--- src/rtl/debounce_ctrl.sv ---
// Multi-channel input debouncer: per-bit two-flop synchronizer, one shared
// sample tick, and a per-channel FSM that needs PULSE_CNT_MAX agreeing ticks.
module debounce_ctrl #(
   parameter int WIDTH          = 1,
   parameter int SAMPLE_CNT_MAX = 25000,
   parameter int PULSE_CNT_MAX  = 200
) (
   input  logic             clk,
   input  logic             rst_n,
   input  logic [WIDTH-1:0] async_in,
   output logic [WIDTH-1:0] level_out,
   output logic [WIDTH-1:0] rise_pulse,
   output logic [WIDTH-1:0] fall_pulse,
   output logic             tick_out
);

   localparam int SW = $clog2(SAMPLE_CNT_MAX);
   localparam int CW = $clog2(PULSE_CNT_MAX + 1);
   localparam logic [SW-1:0] SAMPLE_LAST = SW'(SAMPLE_CNT_MAX - 1);
   localparam logic [CW-1:0] PULSE_LAST  = CW'(PULSE_CNT_MAX - 1);
   localparam logic [CW-1:0] CNT_ONE     = CW'(1);

   typedef enum logic [1:0] {
      ST_LOW       = 2'd0,
      ST_PEND_HIGH = 2'd1,
      ST_HIGH      = 2'd2,
      ST_PEND_LOW  = 2'd3
   } state_t;

   logic [WIDTH-1:0] sync_meta;
   logic [WIDTH-1:0] sync;
   logic [SW-1:0]    sample_cnt;
   logic             tick;

   always_ff @(posedge clk or negedge rst_n) begin
      if (!rst_n) begin
         sync_meta <= '0;
         sync      <= '0;
      end else begin
         sync_meta <= async_in;
         sync      <= sync_meta;
      end
   end

   always_ff @(posedge clk or negedge rst_n) begin
      if (!rst_n) begin
         sample_cnt <= '0;
      end else if (sample_cnt == SAMPLE_LAST) begin
         sample_cnt <= '0;
      end else begin
         sample_cnt <= sample_cnt + 1'b1;
      end
   end

   assign tick     = (sample_cnt == SAMPLE_LAST);
   assign tick_out = tick;

   for (genvar i = 0; i < WIDTH; i++) begin : g_ch
      state_t        state_q;
      logic [CW-1:0] cnt_q;
      logic          level_q;
      logic          rise_q;
      logic          fall_q;
      logic          level_next;

      // Output level follows the stable side of the FSM: a pending state
      // still reports the level it is trying to leave.
      assign level_next = (state_q == ST_HIGH) || (state_q == ST_PEND_LOW);

      always_ff @(posedge clk or negedge rst_n) begin
         if (!rst_n) begin
            state_q <= ST_LOW;
            cnt_q   <= '0;
            level_q <= 1'b0;
            rise_q  <= 1'b0;
            fall_q  <= 1'b0;
         end else begin
            if (tick) begin
               case (state_q)
                  ST_LOW: begin
                     if (sync[i]) begin
                        state_q <= ST_PEND_HIGH;
                        cnt_q   <= CNT_ONE;
                     end else begin
                        cnt_q   <= '0;
                     end
                  end
                  ST_PEND_HIGH: begin
                     if (!sync[i]) begin
                        state_q <= ST_LOW;
                        cnt_q   <= '0;
                     end else if (cnt_q == PULSE_LAST) begin
                        state_q <= ST_HIGH;
                        cnt_q   <= '0;
                     end else begin
                        cnt_q   <= cnt_q + 1'b1;
                     end
                  end
                  ST_HIGH: begin
                     if (!sync[i]) begin
                        state_q <= ST_PEND_LOW;
                        cnt_q   <= CNT_ONE;
                     end else begin
                        cnt_q   <= '0;
                     end
                  end
                  ST_PEND_LOW: begin
                     if (sync[i]) begin
                        state_q <= ST_HIGH;
                        cnt_q   <= '0;
                     end else if (cnt_q == PULSE_LAST) begin
                        state_q <= ST_LOW;
                        cnt_q   <= '0;
                     end else begin
                        cnt_q   <= cnt_q + 1'b1;
                     end
                  end
                  default: begin
                     state_q <= ST_LOW;
                     cnt_q   <= '0;
                  end
               endcase
            end
            level_q <= level_next;
            rise_q  <= level_next & ~level_q;
            fall_q  <= ~level_next & level_q;
         end
      end

      assign level_out[i]  = level_q;
      assign rise_pulse[i] = rise_q;
      assign fall_pulse[i] = fall_q;
   end

endmodule

--- config.mk ---
export PLATFORM = sky130hd
export DESIGN_NAME = debounce_ctrl
export DESIGN_NICKNAME = d
export VERILOG_FILES = /design/src/rtl/debounce_ctrl.sv
export SDC_FILE = /design/constraint.sdc
export NUM_CORES = 1
export LEC_CHECK = 0
export BUFFER_PORTS_ARGS = -buffer_cell sky130_fd_sc_hd__buf_2
export CAP_MARGIN = 10
export CORE_MARGIN = 3
export CORE_UTILIZATION = 45
export DETAILED_ROUTE_END_ITERATION = 10
export GPL_ROUTABILITY_DRIVEN = 0
export PLACE_DENSITY_LB_ADDON = 0.2
export SLEW_MARGIN = 20
export SYNTH_ARGS = -nofsm -noshare
export SYNTH_HDL_FRONTEND = slang
export SYNTH_SLANG_ARGS = --single-unit
--- constraint.sdc ---
create_clock -name clk -period 3.2 [get_ports clk]
set_input_delay 0.16 -clock clk [delete_from_list [all_inputs] [get_ports clk]]
set_output_delay 0.16 -clock clk [all_outputs]
set_load 0.005 [all_outputs]
==> PnR_summary.wiki <==
{| class="wikitable"
! Metric !! Value
|-
| Critical Path RT || 3.04 ns
|-
| Placeable core region || 2850 µm²
|-
| Max clock buf depth || 2
|-
| Largest fanout on the critical path || 13
|-
| Most used cells in the layout excluding fill and tap cells || 30 x sky130_fd_sc_hd__dfrtp_1, 10 x sky130_fd_sc_hd__nand3_1, 9 x sky130_fd_sc_hd__xor2_1
|-
| Standard-cell rows || 19
|-
| Final wirelength || 2420 µm
|-
| Antenna violations before repair || 0
|-
| Worst-margin pin slew || 0.636 ns
|-
| Starting Density || 48.9%
|-
| Synth-to-layout area growth || 13.2%
|-
| H-tree depth || 2
|-
| Number of slew-limit violations in the final report || 0
|-
| Number of nets at the end of the flow || 145
|-
| Top cell type's share of synthesized area || 53.9%
|-
| Post-synthesis sequential area ratio || 53.9%
|-
| Wirelength per Cell || 14.1 µm
|-
| Crit path time final || 2.32 ns
|-
| Peak-usage layer in the global routing report || met1
|-
| Synth async-reset ratio || 100%
|-
| Synthesized Nets || 133
|-
| Inst Count DP || 162
|-
| Number of library cell types mapped by synthesis || 32
|-
| Post-synth design cell area || 1390 µm²
|-
| Number of max-cap violations || 0
|-
| Via count of the first global-routing pass || 927
|-
| Top cells by area in the synthesized netlist || sky130_fd_sc_hd__dfrtp_1 54%, sky130_fd_sc_hd__xor2_1 5.7%, sky130_fd_sc_hd__nand3_1 3.6%, sky130_fd_sc_hd__a22o_1 3.1%, sky130_fd_sc_hd__nor2b_1 2.7%
|-
| Count of endpoints failing setup in the final report || 0
|-
| Setup repair after global routing missed its margin || false
|-
| Tightest slew margin relative to the limit || 57.6%
|-
| Clock slew at reported path FFs || 0.09 ns
|-
| Die extent in y || 61.7 µm
|-
| Path category of the worst min-delay check || flop to flop
|-
| Chain of cells forming the critical path || ha_1 -> and4_1 -> nand4_1 -> inv_2 -> buf_2
|-
| Power Density || 499 nW/µm²
|-
| Synth Register Bits || 30
|-
| Kind of critical path || flop to primary output
|-
| Detailed placement HPWL || 1670 µm
|-
| Number of vias per cell after detailed routing || 5.86
|-
| Clock tree from TritonCTS || done
|-
| Share of the cycle needed by the critical path after routing || 72.6%
|-
| Largest clock skew in the final design || 0.00886 ns
|-
| Placement-stage cell area || 1450 µm²
|-
| IO buf count || 6
|-
| Global-route wire length before repair || 4220 µm
|-
| Status || completed
|-
| Category of cells accounting for the largest share of critical-path delay || simple AND/OR/NAND/NOR gates
|-
| Mean Syn Cell Area || 10.9 µm²
|-
| Maximum number of pins on one net before global-route repair || 31
|-
| Met3 routing resource usage after global routing || 5.03%
|-
| Source-to-sink clock delay at the later pin of the worst-skew pair || 0.33 ns
|-
| Number of standard cells after synthesis || 128
|-
| Count of final hold-check violations || 0
|-
| Antenna-violating nets left || 0
|-
| Antenna diode count || 0
|-
| Via count || 1008
|-
| Total Routing Usage GR || 15.7%
|-
| Remaining routing DRC violations || 0
|-
| VDD IR-drop max || 450 µV
|-
| PnR worst setup slack || 0.878 ns
|-
| Sum of negative setup slack || 0 ns
|-
| Area of all placed cells without fillers || 1580 µm²
|-
| Total power || 0.000788 W
|-
| Met2 usage in global routing || 21.5%
|-
| Area of the die || 3800 µm²
|-
| DIE WIDTH || 61.7 µm
|-
| Count of flip-flops with a built-in enable after synthesis || 0
|-
| Ys Warns || 0
|-
| Clock Tree Root || sky130_fd_sc_hd__clkbuf_4
|-
| Layout cells sized above 1 || 14.2%
|-
| Count of instances resized after the clock tree is built || 0
|-
| Inserted Clock Buffers || 5
|-
| Filler cell count in the final layout || 228
|-
| Type of element launching the critical path || flop
|-
| Most used flip-flop cell after synthesis || sky130_fd_sc_hd__dfrtp_1
|-
| Final cell count without fillers || 172
|-
| Category of the worst setup path capture point || primary output
|-
| Met1 GRT Util || 22.0%
|-
| Iteration-0 DRC count of the detailed router || 36
|-
| Standard cell with the maximum stage delay on the critical path || sky130_fd_sc_hd__nand4_1
|-
| Achievable frequency || 431 MHz
|-
| Total global routing overflow || 0
|-
| Clock sinks || 30
|-
| Synth area leader || sky130_fd_sc_hd__dfrtp_1
|-
| Data arrival time of the critical path || 2.16 ns
|-
| Leakage power of the design || 0.728 nW
|-
| Pre-CTS worst setup slack || 0.982 ns
|-
| Most common cell after layout, fill and taps aside || sky130_fd_sc_hd__dfrtp_1
|-
| Initial DRT Pass Iterations || 4
|-
| Buf+Inv Stages, Crit Path || 2
|-
| I/O pin total || 7
|-
| CP max stage delay || 0.46 ns
|}
what timing repair did:
item,4_1_cts,5_1_grt
hold endpoints to repair,31,0
buffers inserted,0,0
hold buffers,2,0
cells in the mapped netlist, types with 2 or more instances:
master,n
sky130_fd_sc_hd__o21ai_0,5
sky130_fd_sc_hd__nand2_1,8
sky130_fd_sc_hd__nor3_1,4
sky130_fd_sc_hd__nand3_1,10
sky130_fd_sc_hd__and3_1,3
sky130_fd_sc_hd__nor2_1,8
sky130_fd_sc_hd__a21oi_1,3
sky130_fd_sc_hd__xnor2_1,3
sky130_fd_sc_hd__a22o_1,5
sky130_fd_sc_hd__ha_1,2
sky130_fd_sc_hd__nor2b_1,6
sky130_fd_sc_hd__o311ai_0,2
sky130_fd_sc_hd__xor2_1,9
sky130_fd_sc_hd__nand4_1,5
sky130_fd_sc_hd__dfrtp_1,30
sky130_fd_sc_hd__and4_1,4
sky130_fd_sc_hd__o31ai_1,2
sky130_fd_sc_hd__and2_1,5
layout make-up:
type / count / area, µm² / area share, %
sequential: 30 / 751 / 47.6
tap: 31 / 38.8 / 2.46
clock inverter: 2 / 60.1 / 3.81
clock buffer: 6 / 51.3 / 3.25
multi-input combinational: 93 / 619 / 39.3
inverter: 2 / 7.51 / 0.476
timing repair buffer: 8 / 50.0 / 3.17
metrics by stage:
stage	utilization, %	hold slack [ns]
global route	55.3	0.389
floorplan	-	-0.136
global placement	50.7	0.222
detailed placement	50.7	0.229
CTS	55.3	0.368
finish	55.3	0.367
logic make-up (layout without fill, tap and decap cells):
| kind of cell | Yosys count | after routing | share of synthesized area [%] |
|---|---|---|---|
| flops | 30 | 30 | 53.9 |
| mux | 1 | 1 | 0.808 |
| buf+inv | 5 | 18 | 1.70 |
| compound gates | 20 | 20 | 10.1 |
| simple gates | 58 | 58 | 24.2 |
| xor+xnor | 12 | 12 | 7.54 |
| fa+ha+maj | 2 | 2 | 1.80 |
flip-flops by register name, indices dropped and copies added, names as in the netlist, named ones only:
signal,flops
g_ch.state_q,1
level_out,1
rise_pulse,1
sample_cnt,15
sync_meta,1
sync,1
fall_pulse,1
g_ch.cnt_q,8
per-layer routing:
layer  vias to the layer above  part of all wire, %
li1                        493                    -
met1                       482                   49
met2                        28                   45
met3                         5                  5.1
met4                         0                  1.3
met5                         -                    0
power by group:
group	internal (W)	switching, W	leakage, nW
Clock	0.000265	0.000132	0.0585
Sequential	0.000380	0.000000553	0.400
Combinational	0.00000268	0.00000767	0.269
path summary, 6_finish.rpt:
kind                            cells after the start                            to                    start  slack (ns)
worst max-delay path                                5                      tick_out  sample_cnt[0]$_DFF_PN0_        0.88
worst min-delay path                                0                sync$_DFF_PN0_      sync_meta$_DFF_PN0_        0.37
worst max register to register                      6  g_ch[0].cnt_q[4]$_DFFE_PN0N_  sample_cnt[0]$_DFF_PN0_        0.98
worst min register to register                      0                sync$_DFF_PN0_      sync_meta$_DFF_PN0_        0.37
max in group asynchronous                           2      sample_cnt[10]$_DFF_PN0_                    rst_n        2.41
min in group asynchronous                           2       sample_cnt[7]$_DFF_PN0_                    rst_n        0.38
Note: power is estimated with default switching activity, not from simulation.
